File: config.mk
export PLATFORM = sky130hd
export DESIGN_NAME = decode_ctrl_stage
export DESIGN_NICKNAME = d
export VERILOG_FILES = /design/src/rtl/decode_ctrl_stage.sv
export SDC_FILE = /design/constraint.sdc
export NUM_CORES = 1
export LEC_CHECK = 0
export CAP_MARGIN = 20
export CORE_ASPECT_RATIO = 0.5
export CORE_MARGIN = 1.5
export CORE_UTILIZATION = 57
export DETAILED_ROUTE_END_ITERATION = 8
export DONT_BUFFER_PORTS = 1
export HOLD_SLACK_MARGIN = 0.12
export PLACE_DENSITY = 0.85
export SLEW_MARGIN = 20
export SYNTH_ARGS = -nofsm -noshare
export SYNTH_HDL_FRONTEND = slang
export SYNTH_SLANG_ARGS = --single-unit
File: constraint.sdc
create_clock -name clk -period 3.95 [get_ports clk]
set_input_delay 0.395 -clock clk [delete_from_list [all_inputs] [get_ports clk]]
set_output_delay 0.395 -clock clk [all_outputs]
set_load 0.1 [all_outputs]
File: src/rtl/decode_ctrl_stage.sv
// -----------------------------------------------------------------------------
// decode_ctrl_stage
//
// Registered RV32I/RV64I instruction decoder (optional M-extension) between the
// IF/ID and ID/EX pipeline registers. It decodes combinationally and buffers
// the bundle in a 2-entry skid FIFO, so EX backpressure never drops or
// duplicates an instruction. It also keeps a saturating count of accepted
// illegal instructions.
//
// Parameters
//   XLEN   32 or 64; pc width, store-mask width and legal load/store sizes
//   EN_M   1 enables MUL/DIV decode (funct7 = 0000001 on register-register ops)
//   CNT_W  width of illegal_count
//
// Ports
//   clk, rst (sync, active-high), flush    clock / reset / pipeline flush
//   in_valid, in_ready, in_instr, in_pc    upstream handshake and instruction
//   out_valid, out_ready                   downstream handshake (head entry)
//   out_pc, out_instr                      carried with each entry
//   out_jal .. out_imm_type                decoded control bundle of head entry
//   out_illegal                            head entry is an illegal instruction
//   illegal_count                          saturating count of illegal accepts
// -----------------------------------------------------------------------------
module decode_ctrl_stage #(
    parameter int XLEN  = 32,
    parameter int EN_M  = 0,
    parameter int CNT_W = 8
) (
    input  logic                clk,
    input  logic                rst,
    input  logic                flush,
    input  logic                in_valid,
    output logic                in_ready,
    input  logic [31:0]         in_instr,
    input  logic [XLEN-1:0]     in_pc,
    output logic                out_valid,
    input  logic                out_ready,
    output logic [XLEN-1:0]     out_pc,
    output logic [31:0]         out_instr,
    output logic                out_jal,
    output logic                out_jalr,
    output logic                out_load_npc,
    output logic                out_mem_to_reg,
    output logic                out_alu_src1,
    output logic [2:0]          out_reg_write,
    output logic [XLEN/8-1:0]   out_mem_write,
    output logic [1:0]          out_reg_read,
    output logic [2:0]          out_branch_type,
    output logic [4:0]          out_alu_type,
    output logic [1:0]          out_alu_src2,
    output logic [2:0]          out_imm_type,
    output logic                out_illegal,
    output logic [CNT_W-1:0]    illegal_count
);

    localparam int MW = XLEN / 8;

    // Opcodes
    localparam logic [6:0] OP_LUI     = 7'b0110111;
    localparam logic [6:0] OP_AUIPC   = 7'b0010111;
    localparam logic [6:0] OP_JAL     = 7'b1101111;
    localparam logic [6:0] OP_JALR    = 7'b1100111;
    localparam logic [6:0] OP_BRANCH  = 7'b1100011;
    localparam logic [6:0] OP_LOAD    = 7'b0000011;
    localparam logic [6:0] OP_STORE   = 7'b0100011;
    localparam logic [6:0] OP_REGIMM  = 7'b0010011;
    localparam logic [6:0] OP_REGREG  = 7'b0110011;

    // Immediate format encodings
    localparam logic [2:0] IMM_NONE = 3'b000;
    localparam logic [2:0] ITYPE    = 3'b001;
    localparam logic [2:0] STYPE    = 3'b010;
    localparam logic [2:0] BTYPE    = 3'b011;
    localparam logic [2:0] UTYPE    = 3'b100;
    localparam logic [2:0] JTYPE    = 3'b101;

    // Register-write size code for full-width results
    localparam logic [2:0] RW_FULL = (XLEN == 64) ? 3'b100 : 3'b011;

    typedef struct packed {
        logic [XLEN-1:0] pc;
        logic [31:0]     instr;
        logic            jal;
        logic            jalr;
        logic            load_npc;
        logic            mem_to_reg;
        logic            alu_src1;
        logic [2:0]      reg_write;
        logic [MW-1:0]   mem_write;
        logic [1:0]      reg_read;
        logic [2:0]      branch_type;
        logic [4:0]      alu_type;
        logic [1:0]      alu_src2;
        logic [2:0]      imm_type;
        logic            illegal;
    } entry_t;

    // ------------------------------------------------------------------
    // Combinational decode
    // ------------------------------------------------------------------
    logic [6:0]    w_opcode;
    logic [2:0]    w_funct3;
    logic [6:0]    w_funct7;
    logic [MW-1:0] w_store_mask;
    logic          w_imm_alt;
    logic          w_reg_m;
    logic          w_reg_alt;
    entry_t        w_entry;

    assign w_opcode = in_instr[6:0];
    assign w_funct3 = in_instr[14:12];
    assign w_funct7 = in_instr[31:25];

    // Store byte enables: the low 2^funct3 bytes.
    genvar gi;
    generate
        for (gi = 0; gi < MW; gi++) begin : g_store_mask
            assign w_store_mask[gi] = (gi < (1 << w_funct3));
        end
    endgenerate

    // On RV64 the shift amount occupies bit 25, so only bits 31:26 select SRAI.
    assign w_imm_alt = (w_funct3 == 3'b101) &&
                       ((XLEN == 64) ? (in_instr[31:26] == 6'b010000)
                                     : (w_funct7 == 7'b0100000));
    assign w_reg_m   = (EN_M != 0) && (w_funct7 == 7'b0000001);
    assign w_reg_alt = (w_funct7 == 7'b0100000);

    always_comb begin
        w_entry             = '0;
        w_entry.pc          = in_pc;
        w_entry.instr       = in_instr;
        w_entry.alu_src2    = 2'b10;
        w_entry.imm_type    = IMM_NONE;

        case (w_opcode)
            OP_LUI: begin
                w_entry.reg_write = RW_FULL;
                w_entry.alu_type  = 5'b01011;
                w_entry.imm_type  = UTYPE;
            end
            OP_AUIPC: begin
                w_entry.reg_write = RW_FULL;
                w_entry.alu_src1  = 1'b1;
                w_entry.imm_type  = UTYPE;
            end
            OP_JAL: begin
                w_entry.jal       = 1'b1;
                w_entry.load_npc  = 1'b1;
                w_entry.reg_write = RW_FULL;
                w_entry.imm_type  = JTYPE;
            end
            OP_JALR: begin
                w_entry.jalr      = 1'b1;
                w_entry.load_npc  = 1'b1;
                w_entry.reg_write = RW_FULL;
                w_entry.reg_read  = 2'b01;
                w_entry.imm_type  = ITYPE;
                w_entry.illegal   = (w_funct3 != 3'b000);
            end
            OP_BRANCH: begin
                w_entry.reg_read    = 2'b11;
                w_entry.alu_src2    = 2'b00;
                w_entry.branch_type = w_funct3 - 3'd2;
                w_entry.imm_type    = BTYPE;
                w_entry.illegal     = (w_funct3[2:1] == 2'b01);
            end
            OP_LOAD: begin
                w_entry.reg_write  = w_funct3 + 3'd1;
                w_entry.mem_to_reg = 1'b1;
                w_entry.reg_read   = 2'b01;
                w_entry.imm_type   = ITYPE;
                w_entry.illegal    = (w_funct3 == 3'b111) ||
                                     ((XLEN == 32) && (w_funct3 == 3'b011));
            end
            OP_STORE: begin
                w_entry.mem_write = w_store_mask;
                w_entry.reg_read  = 2'b11;
                w_entry.imm_type  = STYPE;
                w_entry.illegal   = (XLEN == 32) ? (w_funct3 >= 3'b011)
                                                 : (w_funct3 >= 3'b100);
            end
            OP_REGIMM: begin
                w_entry.reg_write = RW_FULL;
                w_entry.reg_read  = 2'b01;
                w_entry.imm_type  = ITYPE;
                w_entry.alu_type  = {1'b0, w_imm_alt, w_funct3};
                // Shift-immediates take a shamt operand rather than the imm.
                w_entry.alu_src2  = (w_funct3[1:0] == 2'b01) ? 2'b01 : 2'b10;
            end
            OP_REGREG: begin
                w_entry.reg_write = RW_FULL;
                w_entry.reg_read  = 2'b11;
                w_entry.alu_src2  = 2'b00;
                w_entry.alu_type  = {w_reg_m, w_reg_alt, w_funct3};
                w_entry.illegal   =
                    !((w_funct7 == 7'b0000000) || w_reg_alt || w_reg_m) ||
                    (w_reg_alt && (w_funct3 != 3'b000) && (w_funct3 != 3'b101));
            end
            default: begin
                w_entry.illegal = 1'b1;
            end
        endcase

        // Illegal entries must not cause any architectural side effect.
        if (w_entry.illegal) begin
            w_entry.reg_write   = 3'b000;
            w_entry.mem_write   = '0;
            w_entry.branch_type = 3'b000;
            w_entry.jal         = 1'b0;
            w_entry.jalr        = 1'b0;
            w_entry.load_npc    = 1'b0;
            w_entry.mem_to_reg  = 1'b0;
        end
    end

    // ------------------------------------------------------------------
    // 2-entry skid FIFO
    // ------------------------------------------------------------------
    entry_t           r_mem [2];
    logic             r_wr_ptr;
    logic             r_rd_ptr;
    logic [1:0]       r_count;
    logic [CNT_W-1:0] r_illegal_count;
    logic             w_push;
    logic             w_pop;
    entry_t           w_head;

    // Ready depends only on occupancy, rst and flush: no ready-to-ready path.
    assign in_ready  = (r_count != 2'd2) && !rst && !flush;
    assign out_valid = (r_count != 2'd0);
    assign w_push    = in_valid && in_ready;
    assign w_pop     = out_valid && out_ready;

    generate
        for (gi = 0; gi < 2; gi++) begin : g_entry
            always_ff @(posedge clk) begin
                if (rst) begin
                    r_mem[gi] <= '0;
                end else if (w_push && (r_wr_ptr == 1'(gi))) begin
                    r_mem[gi] <= w_entry;
                end
            end
        end
    endgenerate

    always_ff @(posedge clk) begin
        if (rst) begin
            r_wr_ptr        <= 1'b0;
            r_rd_ptr        <= 1'b0;
            r_count         <= 2'd0;
            r_illegal_count <= '0;
        end else begin
            if (flush) begin
                r_wr_ptr <= 1'b0;
                r_rd_ptr <= 1'b0;
                r_count  <= 2'd0;
            end else begin
                if (w_push) begin
                    r_wr_ptr <= ~r_wr_ptr;
                end
                if (w_pop) begin
                    r_rd_ptr <= ~r_rd_ptr;
                end
                if (w_push && !w_pop) begin
                    r_count <= r_count + 2'd1;
                end else if (!w_push && w_pop) begin
                    r_count <= r_count - 2'd1;
                end
            end
            // w_push is already blocked during flush, so flushed input is not counted.
            if (w_push && w_entry.illegal && (r_illegal_count != {CNT_W{1'b1}})) begin
                r_illegal_count <= r_illegal_count + {{(CNT_W-1){1'b0}}, 1'b1};
            end
        end
    end

    assign w_head = r_mem[r_rd_ptr];

    assign out_pc          = w_head.pc;
    assign out_instr       = w_head.instr;
    assign out_jal         = w_head.jal;
    assign out_jalr        = w_head.jalr;
    assign out_load_npc    = w_head.load_npc;
    assign out_mem_to_reg  = w_head.mem_to_reg;
    assign out_alu_src1    = w_head.alu_src1;
    assign out_reg_write   = w_head.reg_write;
    assign out_mem_write   = w_head.mem_write;
    assign out_reg_read    = w_head.reg_read;
    assign out_branch_type = w_head.branch_type;
    assign out_alu_type    = w_head.alu_type;
    assign out_alu_src2    = w_head.alu_src2;
    assign out_imm_type    = w_head.imm_type;
    assign out_illegal     = w_head.illegal;
    assign illegal_count   = r_illegal_count;

endmodule

==> flow_summary.yaml, run 1 <==
sta:
  rsz0062_at_grt: "false"
  drv_slew: 0
  setup_viol: 0
  period_share_pct: 73.19
  setup_tns_ns: 0
  post-route-min-period_ns: 2.891
  tightestPinTransition_ns: 1.124
  hold_viol_final: 0
  hold_ws_ns: 0.1615
  maxSlewHeadroom_pct: 24.99
  fmax_mhz: 345.9
  clock_skew_ns: 0.01517
  fin_ws_ns: 1.059
placement:
  place.gp.congestion: 0.8443
  dp_cells: 819
  io_buffers: 0
  dpl.hpwl_mm: 11.46
  place_ws_ns: 1.072
yosys:
  synth_area_leaders: "edfxtp_1 (61%), mux2_2 (11%), and2_1 (8.6%), dfxtp_1 (2.9%), nor2_1 (2.4%)"
  synth-async-reset-ratio_pct: 0
  yosys.area.top_type_share_pct: 61.22
  syn_nets: 724
  synth_cells: 643
  synth_area_per_cell_um2: 13.73
  yosysTopAreaCell: "edfxtp_1"
  synth_ff_type: "edfxtp_1"
  synth_cell_types: 51
  synth-seq-cells: 193
  yosysWarningCount: 0
  synth_edf_count: 180
  ys_seq_area_share_pct: 64.16
  synth_area_um2: 8830
routing:
  route.detailed.drc: 0
  vias: 4975
  routedWlPerCell_um: 20.96
  drtIter0Drc: 538
  postRouteAntennaNets: 0
  routed_wl_mm: 17.88
  dr.pass1.iters: 6
  vias_per_cell: 5.832
layout:
  mostFrequentLayoutCell: "edfxtp_1"
  fin_cells: 853
  most-common-layout-cells: "edfxtp_1 (180), and2_1 (121), mux2_2 (90)"
  drive_above_1_share_pct: 23.82
  area.growth.synth_to_final_pct: 9.749
  finalNetCount: 723
  diodes: 0
die:
  die_h_um: 91.01
  initial_core_util_pct: 59.75
  io_pins: 171
  die_x_um: 179.0
  fp-row-count: 31
  coreArea_um2: 14780
  die-area_um2: 16290
global_routing:
  track_usage_pct: 22.45
  grt_max_degree: 61
  grt_pass1_wl_mm: 27.72
  grt_overflow_total: 0
  antenna_found_initial: 0
  grt_pass1_vias: 5139
clock_tree:
  clkTransAtPathRegs_ns: 0.08
  cts_made_buffers: 17
  cts_setup_buffers: 0
  root_buffer: "clkbuf_16"
  htreeDepth: 4
  cts_hold_buffers: 2
  clk_latency_ns: 0.42
  clk_path_buf_depth: 2
  cts_tree: "yes"
  cts_resized: 0
  clkSinkCount: 193
power:
  powerDensity_nw_per_um2: 489.5
  p_leak_nw: 3.514
  seqPwrFrac_pct: 49.5
  switching_share_pct: 30.25
  p_comb_share_pct: 14.7
  ir_drop_mv: 0.3981
  p_sw_mw: 1.435
  pwr-share-clk_pct: 35.7
  p_int_mw: 3.309
worst_hold_path:
  hp-class: "primary input to flop"
run_status:
  status: "complete, no violations"
worst_setup_path:
  startpoint_type: "flop"
  worstPathRequired_ns: 4.03
  cp_max_fo: 57
  path_class: "flop to flop"
  cp.arrival_ns: 2.97
  end_kind: "flop"
job:
  maxCapViolCount: 0
[worst paths after layout]
path / depth (start not counted) / slack (ns) / start / endpoint
worst max register to register: 9 / 1.06 / r_count[0]$_SDFFE_PP0P_ / r_mem[1][52]$_SDFFCE_PN0P_
worst min-delay path: 1 / 0.16 / in_instr[13] / r_mem[1][11]$_SDFFCE_PN0P_
worst max-delay path: 9 / 1.06 / r_count[0]$_SDFFE_PP0P_ / r_mem[1][52]$_SDFFCE_PN0P_
worst min register to register: 2 / 0.57 / r_wr_ptr$_SDFFE_PP0P_ / r_wr_ptr$_SDFFE_PP0P_
[state kept, by name, summed over array words and instances, names as in the netlist, named ones only]
name / cells
r_rd_ptr: 1
illegal_count: 8
r_mem: 180
r_wr_ptr: 1
r_count: 2
[through the flow]
step	total power [mW]	area [um2]	utilization, %
5_1_grt	4.864	9691	65.57
2_1_floorplan	3.031	8847	-
3_5_place_dp	3.091	9090	61.51
4_1_cts	4.767	9691	65.57
6_report	4.743	9691	65.57
3_3_place_gp	3.079	9090	61.51
[per-layer routing]
metal,track usage (%),share of wire [%],up-vias
li1,-,-,2301
met1,27.27,40,2452
met2,38.61,50,200
met3,6.910,8.7,22
met4,6.389,1.5,0
met5,0,0,-
[logic make-up after synthesis]
| logic type | synth area share, % |
|---|---|
| flip-flops | 64.16 |
| AND/OR/NAND/NOR | 16.42 |
| multiplexers | 11.48 |
| adder cells (fa/ha/maj) | 1.700 |
| XOR/XNOR | 0.3968 |
| other | 0.04247 |
| AO/OA/AOI/OAI | 3.415 |
| buffers and inverters | 2.381 |
[power groups by stage]
stage / Sequential, mW / Clock [mW] / Combinational (mW)
after floorplan: 2.40 / 0 / 0.635
after global placement: 2.39 / 0 / 0.691
after detailed placement: 2.40 / 0 / 0.695
after CTS: 2.35 / 1.72 / 0.701
after global routing: 2.36 / 1.79 / 0.718
final: 2.35 / 1.70 / 0.698
[worst max-delay path, cell delays in order, from the launching register on]
cell	delay (ns)
dfxtp_1	0.40
inv_1	0.10
a211oi_4	0.22
buf_4	0.33
nand2_1	0.18
inv_1	0.21
nand2_1	0.08
buf_4	0.22
nand2_4	0.40
buf_12	0.36
[Yosys cell counts (all sizes together), types with 2 or more instances]
master	number
a211oi	3
a21o	2
a21oi	9
a22oi	3
and2	121
and3	7
buf	5
clkbuf	32
dfxtp	13
edfxtp	180
ha	12
inv	12
mux2	90
nand2	21
nand2b	4
nand3	10
nand3b	2
nor2	56
nor3	19
nor4	3
o211ai	2
o21a	3
o21ai	7
o31ai	4
o41ai	2
or4	2
xor2	3
[cell type report]
class | count | area [um2]
Multi-Input combinational cell | 401 | 2990
Clock buffer | 17 | 425.4
Fill cell | 1037 | 5087
Tap cell | 198 | 247.7
Clock inverter | 15 | 155.1
Timing Repair Buffer | 17 | 157.7
Sequential cell | 193 | 5669
Inverter | 12 | 45.04
No activity file was read; power rests on OpenSTA's default activity.
==> run 2, diff against run 1 <==
--- a/config.mk
+++ b/config.mk
@@ -8,11 +8,11 @@
 export CAP_MARGIN = 20
 export CORE_ASPECT_RATIO = 0.5
 export CORE_MARGIN = 1.5
-export CORE_UTILIZATION = 57
+export CORE_UTILIZATION = 58
 export DETAILED_ROUTE_END_ITERATION = 8
 export DONT_BUFFER_PORTS = 1
 export HOLD_SLACK_MARGIN = 0.12
-export PLACE_DENSITY = 0.85
+export PLACE_DENSITY = 0.84
 export SLEW_MARGIN = 20
 export SYNTH_ARGS = -nofsm -noshare
 export SYNTH_HDL_FRONTEND = slang
==> constraint.sdc (replaced) <==
create_clock -name clk -period 2.75 [get_ports clk]
set_input_delay 0.275 -clock clk [delete_from_list [all_inputs] [get_ports clk]]
set_output_delay 0.275 -clock clk [all_outputs]
set_load 0.1 [all_outputs]
==> flow_summary.yaml, run 2 (synthesized netlist as in run 1, its figures left out) <==
run_status:
  status: "complete, no violations"
layout:
  seqCellArea_um2: 5670
  top_register: "r_mem"
  final_util_pct: 70.98
  multi_input_area_um2: 3008
  most-common-layout-cells: "edfxtp_1 (180), and2_1 (121), mux2_2 (90)"
  drive_above_1_share_pct: 23.00
  mostFrequentLayoutCell: "edfxtp_1"
  finalNetCount: 794
  fin_cells: 924
  largest_register_ffs: 180
  fin_area_um2: 10410
  area.growth.synth_to_final_pct: 17.87
  fill_cells: 974
  diodes: 0
global_routing:
  track_usage_pct: 23.66
  grt_use_met2_pct: 41.67
  grt_pass1_vias: 5526
  grt_pass1_wl_mm: 28.70
  grt_overflow_total: 0
  use_met1_pct: 27.19
  use_met3_pct: 7.699
  grt_busiest_layer: "met2"
  antenna_found_initial: 0
  grt_max_degree: 91
worst_setup_path:
  worst-path-buf-inv: 2
  worst_path_dominant_cell_family: "buffers and inverters"
  reg2reg_depth: 6
  crit_chain: "buf_12 > mux2_2 > buf_4"
  cp.depth: 3
  slowest_stage: "buf_4"
  cp.arrival_ns: 1.90
  path_class: "flop to primary output"
  startpoint_type: "flop"
  end_kind: "primary output"
  cp_max_fo: 90
  cpPeakStageDelay_ns: 0.48
  worstPathRequired_ns: 2.48
die:
  die-area_um2: 16020
  initial_core_util_pct: 60.22
  io_pins: 171
  die_h_um: 90.25
  die_x_um: 177.5
  coreArea_um2: 14660
  fp-row-count: 31
placement:
  dp_cells: 828
  place_area_um2: 9176
  io_buffers: 0
  place_ws_ns: 0.4164
  place.gp.congestion: 0.8669
  dpl.hpwl_mm: 11.27
routing:
  vias: 5322
  drtIter0Drc: 421
  routedWlPerCell_um: 20.24
  dr.pass1.iters: 5
  route.detailed.drc: 0
  vias_per_cell: 5.760
  postRouteAntennaNets: 0
  routed_wl_mm: 18.70
sta:
  fin_ws_ns: 0.5732
  rsz0062_at_grt: "false"
  setup_tns_ns: 0
  drv_slew: 0
  setup_viol: 0
  hold_viol_final: 0
  tightestPinTransition_ns: 0.7365
  post-route-min-period_ns: 2.177
  fmax_mhz: 459.4
  clock_skew_ns: 0.01025
  period_share_pct: 79.16
  maxSlewHeadroom_pct: 50.90
  hold_ws_ns: 0.1248
clock_tree:
  cts_tree: "yes"
  cts_made_buffers: 17
  cts_setup_buffers: 0
  cts_resized: 0
  clk_path_buf_depth: 2
  clkSinkCount: 193
  root_buffer: "clkbuf_16"
  clk_latency_ns: 0.43
  cts_hold_buffers: 64
  htreeDepth: 4
  clkTransAtPathRegs_ns: 0.07
power:
  ir_drop_mv: 0.4892
  p_leak_nw: 3.838
  powerDensity_nw_per_um2: 668.3
  power_mw: 6.955
worst_hold_path:
  whs_path_depth: 2
  hp-class: "primary input to flop"
job:
  maxCapViolCount: 0
[run 2: worst paths after layout]
check,from,endpoint,slack [ns]
setup / recovery,flop,out_mem_write[3],0.57
hold / removal,in_instr[5],r_mem[0][14]$_SDFFCE_PN0P_,0.12
setup reg to reg,r_count[0]$_SDFFE_PP0P_,r_mem[1][65]$_SDFFCE_PN0P_,0.58
hold reg to reg,illegal_count[1]$_SDFFE_PP0P_,illegal_count[1]$_SDFFE_PP0P_,0.54
[run 2: metal layers]
| metal | vias up | part of all wire [%] |
|---|---|---|
| met3 | 26 | 7.3 |
| met4 | 0 | 1.7 |
| met1 | 2667 | 39 |
| li1 | 2458 | - |
| met2 | 171 | 52 |
| met5 | - | 0 |
[run 2: worst register-to-register path, cell delays in order, from the launching register on]
cell	delay, ns
dfxtp_2	0.37
inv_1	0.08
a211oi_4	0.26
nand2_1	0.16
inv_2	0.15
nand2_1	0.16
nand2_8	0.56
[run 2: where the power goes]
| part | internal [mW] | switching [mW] | total, mW |
|---|---|---|---|
| logic | 0.200 | 0.901 | 1.10 |
| registers | 3.34 | 0.0344 | 3.37 |
| clock network | 1.31 | 1.18 | 2.48 |
| total | 4.84 | 2.11 | 6.96 |
[run 2: cell type report]
type,instances,area share [%]
clock buffer,18,4.124
clock inverter,14,1.551
inverter,12,0.4328
multi-input combinational,401,28.90
sequential,193,54.48
tap,198,2.380
timing repair buffer,88,8.127
